==> src/rtl/pc_fetch_unit.sv <==
// Instruction fetch front end: holds the word PC, requests the instruction from memory,
// and presents the fetched word to decode under a valid/ready handshake.
module pc_fetch_unit #(
  parameter logic [29:0] RESET_PC = 30'h0000_0000,
  parameter int          N        = 32
) (
  input  logic          clk,
  input  logic          rst,
  input  logic [29:0]   nxtPC,
  output logic [29:0]   pc,
  output logic          imem_req,
  output logic [29:0]   imem_addr,
  input  logic          imem_ack,
  input  logic [N-1:0]  imem_rdata,
  output logic [N-1:0]  instr,
  output logic          instr_valid,
  input  logic          instr_ready,
  output logic [31:0]   fetch_count
);

  localparam logic [1:0] IDLE  = 2'd0;
  localparam logic [1:0] FETCH = 2'd1;
  localparam logic [1:0] VALID = 2'd2;

  logic [1:0]   state;
  logic [29:0]  pc_p0;
  logic [N-1:0] instr_p0;
  logic         vld_p0;
  logic [31:0]  count_p0;

  // Fetch/present loop: registers change only on reset, ack in FETCH, or accept in VALID
  always_ff @(posedge clk) begin
    if (rst) begin
      state    <= IDLE;
      pc_p0    <= RESET_PC;
      instr_p0 <= '0;
      vld_p0   <= 1'b0;
      count_p0 <= '0;
    end else begin
      case (state)
        IDLE: begin
          state <= FETCH;
        end
        FETCH: begin
          if (imem_ack) begin
            instr_p0 <= imem_rdata;
            vld_p0   <= 1'b1;
            state    <= VALID;
          end
        end
        VALID: begin
          if (instr_ready) begin
            pc_p0    <= nxtPC;
            vld_p0   <= 1'b0;
            count_p0 <= count_p0 + 32'd1;
            state    <= FETCH;
          end
        end
        default: begin
          state <= IDLE;
        end
      endcase
    end
  end

  assign imem_req    = (state == FETCH);
  assign pc          = pc_p0;
  assign imem_addr   = pc_p0;
  assign instr       = instr_p0;
  assign instr_valid = vld_p0;
  assign fetch_count = count_p0;

endmodule

==> config.mk <==
export PLATFORM = sky130hd
export DESIGN_NAME = pc_fetch_unit
export DESIGN_NICKNAME = d
export VERILOG_FILES = /design/src/rtl/pc_fetch_unit.sv
export SDC_FILE = /design/constraint.sdc
export NUM_CORES = 1
export LEC_CHECK = 0
export ABC_AREA = 1
export ABC_CLOCK_PERIOD_IN_PS = 1300
export CORE_UTILIZATION = 38
export CTS_BUF_LIST = sky130_fd_sc_hd__clkbuf_4 sky130_fd_sc_hd__clkbuf_8 sky130_fd_sc_hd__clkbuf_16
export DETAILED_ROUTE_END_ITERATION = 16
export PLACE_DENSITY = 0.77
export RECOVER_POWER = 50
export SETUP_SLACK_MARGIN = 0.02
export SLEW_MARGIN = 20
export SYNTH_ARGS = -nofsm -noshare
export SYNTH_HDL_FRONTEND = slang
export SYNTH_SLANG_ARGS = --single-unit
==> constraint.sdc <==
create_clock -name clk -period 1.3 [get_ports clk]
set_input_delay 0.39 -clock clk [delete_from_list [all_inputs] [get_ports clk]]
set_output_delay 0.39 -clock clk [all_outputs]
set_load 0.1 [all_outputs]
==> impl_metrics.env <==
export IMPL_drt_antenna_violating_nets=0
export IMPL_use_met1_pct=27.5
export IMPL_antenna_found_initial=0
export IMPL_fin_crit_ps=1490
export IMPL_grt_pass1_vias=4930
export IMPL_p_leak_nw=3.53
export IMPL_drv_cap=0
export IMPL_crit_path_max_incr_delay_ps=330
export IMPL_critical_path_buf_inv_count=3
export IMPL_placed_cell_area_mm2=0.00791
export IMPL_grt_overflow_total=0
export IMPL_netlist_area_leader_share_pct=44.5
export IMPL_numPortBuffers=191
export IMPL_fin_crit_sh_pct=115
export IMPL_numCtsBuffers=9
export IMPL_antennaDiodeCount=0
export IMPL_grt_met3_usage_pct=8.07
export IMPL_drt_iter0_drc=308
export IMPL_syn_to_final_growth_pct=108
export IMPL_core_area_mm2=0.0110
export IMPL_crit_fanout=6
export IMPL_cts_root_buf="clkbuf_16"
export IMPL_grt_pass1_wl_mm=24.4
export IMPL_dr_pass1_iters=7
export IMPL_hold_viol=0
export IMPL_ys_top_cells_by_count="nand2_1 (159), dfxtp_1 (97), a21oi_1 (80), nand3_1 (57), nor2_1 (51)"
export IMPL_hpwlAfterDp_mm=10.8
export IMPL_avgSynthCellArea_um2=7.22
export IMPL_die_w_um=109
export IMPL_die_area_mm2=0.0119
export IMPL_setup_ws_ps=-194
export IMPL_drive_gt1_share_pct=48.3
export IMPL_synth_main_ff_cell="dfxtp_1"
export IMPL_async_flop_share_pct=0
export IMPL_crit_chain="inv_4 > buf_6 > nand3_4 > clkinv_8 > nand2_8 > nor2_4 > nand2_2 > o21ai_2 > a21oi_2"
export IMPL_synth_cells=604
export IMPL_worstPathArrival_ps=1720
export IMPL_slew_violations=0
export IMPL_cp_start_kind="flip-flop"
export IMPL_grt_busiest_layer="met2"
export IMPL_nets=893
export IMPL_crit_path_top_delay_cell="dfxtp_2"
export IMPL_violations="setup timing"
export IMPL_criticalPathCategory="reg -> reg"
export IMPL_worst_pin_slew_ps=389
export IMPL_hold_class="reg -> reg"
export IMPL_cts_tree="yes"
export IMPL_h_tree_depth=3
export IMPL_clkTransAtPathRegs_ps=70
export IMPL_clock_latency_ps=340
export IMPL_num_vias=5044
export IMPL_worstSetupEndpointType="flip-flop"
export IMPL_cts_hold_buf=0
export IMPL_synth_seq_cells=97
export IMPL_peakVddDrop_v=0.000629
export IMPL_yosysUniqueCellTypes=28
export IMPL_synth_edff_count=0
export IMPL_cts_sinks=97
export IMPL_required_ps=1530
export IMPL_synth_top_area_cell="dfxtp_1"
export IMPL_outcome="complete, but fails checks"
export IMPL_max_freq_mhz=670
export IMPL_ys_seq_area_share_pct=44.5
export IMPL_whs_ps=480
export IMPL_io_pins=192
export IMPL_cts_buffer_depth=2
export IMPL_slew_limit_headroom_pct=73.9
export IMPL_gp_congestion=0.898
export IMPL_setup_viol_count_final=76
export IMPL_final_area_mm2=0.00906
export IMPL_grt_usage_pct=26.7
export IMPL_die_h_um=109
export IMPL_synth_area_top_cells="dfxtp_1 (45%), nand2_1 (14%), a21oi_1 (9.2%), nand3_1 (6.5%), buf_4 (5.3%)"
export IMPL_rsz0062_at_grt="true"
export IMPL_initial_core_util_pct=39.6
export IMPL_via_per_inst=5.19
export IMPL_drt_wl_total_mm=16.7
export IMPL_met2_usage_pct=50.1
export IMPL_ys_warn_count=0
export IMPL_drc=0
export IMPL_syn_area_mm2=0.00436
export IMPL_skew_ps=11.2
export IMPL_fp_row_count=38
export IMPL_wl_per_cell_um=17.2
export IMPL_syn_num_nets=671
export IMPL_p_per_area_mw_per_mm2=811
export IMPL_synth_most_common_cell="nand2_1"
export IMPL_grt_max_degree=42
export IMPL_critPathTopFamily="simple AND/OR/NAND/NOR gates"
through the flow:
stage / total power [mW] / cells / utilization [%] / setup WS, ps / setup TNS (ps)
finish: 7.35 / 971 / 82.2 / -194 / -7730
global route: 7.59 / 971 / 82.2 / -264 / -13520
CTS: 7.34 / 947 / 79.1 / -177 / -5070
detailed placement: 4.57 / 903 / 71.7 / -556 / -34210
global placement: 4.55 / 903 / 71.7 / -482 / -28920
floorplan: 3.89 / 604 / - / -125 / -1710
power by group:
| part | total (mW) | internal (mW) | switching (mW) |
|---|---|---|---|
| Clock | 2.74 | 1.57 | 1.17 |
| Combinational | 1.59 | 0.659 | 0.932 |
| Sequential | 3.02 | 2.93 | 0.0888 |
| Total | 7.35 | 5.16 | 2.19 |
metal layers:
metal	wire (um)	vias up	share of wire (%)
met5	0	-	0
met4	472	0	2.8
met3	1400	51	8.4
met2	9220	282	55
met1	5640	2350	34
li1	-	2361	-
repair_timing:
action	CTS	global route
pin swaps	7	26
gates cloned	2	1
resized for setup	55	54
endpoints found under the setup margin	158	195
setup buffers	26	23
worst min-delay path, delay by kind of cell (launching register included):
kind / cells / cell delay, ps
compound gates: 1 / 50
flops: 1 / 330
simple gates: 1 / 60
state kept, by name, summed over array words and instances (netlist names):
register     flops
fetch_count     32
instr           32
imem_addr       30
state            2
instr_valid      1
cell families after synthesis:
group                      synth area share [%]
xor gates and xnor gates                  0.803
buffers and inverters                      12.2
adders and majority gates                 0.287
and+or+nand+nor                            31.7
AOI/OAI and AO/OA                          10.5
DFF                                        44.5
area by class of cell:
class	count	area, um2
Clock buffer	12	283
Clock inverter	4	28.8
Fill cell	604	1970
Inverter	49	204
Multi-Input combinational cell	401	2190
Sequential cell	97	2220
Tap cell	140	175
Timing Repair Buffer	268	3960
cell usage in the layout (no fill, tap or decap), drive strengths merged, types with 2 or more instances in the layout:
cell	instances
buf	202
nand2	164
a21oi	80
nor3	6
clkinv	2
xnor2	2
dfxtp	97
xor2	2
nor2	63
clkdlybuf4s50	62
inv	51
nand3	62
nand4	8
clkbuf	14
o21ai	10
worst paths after layout:
path / slack, ps / cells after the start / startpoint / to
max: -190 / 9 / state[0]$_SDFFE_PP0P_ / fetch_count[9]$_SDFFE_PP0P_
min: 480 / 2 / instr[30]$_SDFFE_PP0P_ / instr[30]$_SDFFE_PP0P_
max reg2reg: -190 / 9 / state[0]$_SDFFE_PP0P_ / fetch_count[9]$_SDFFE_PP0P_
min reg2reg: 480 / 2 / instr[30]$_SDFFE_PP0P_ / instr[30]$_SDFFE_PP0P_
No activity file was read; power rests on OpenSTA's default activity.
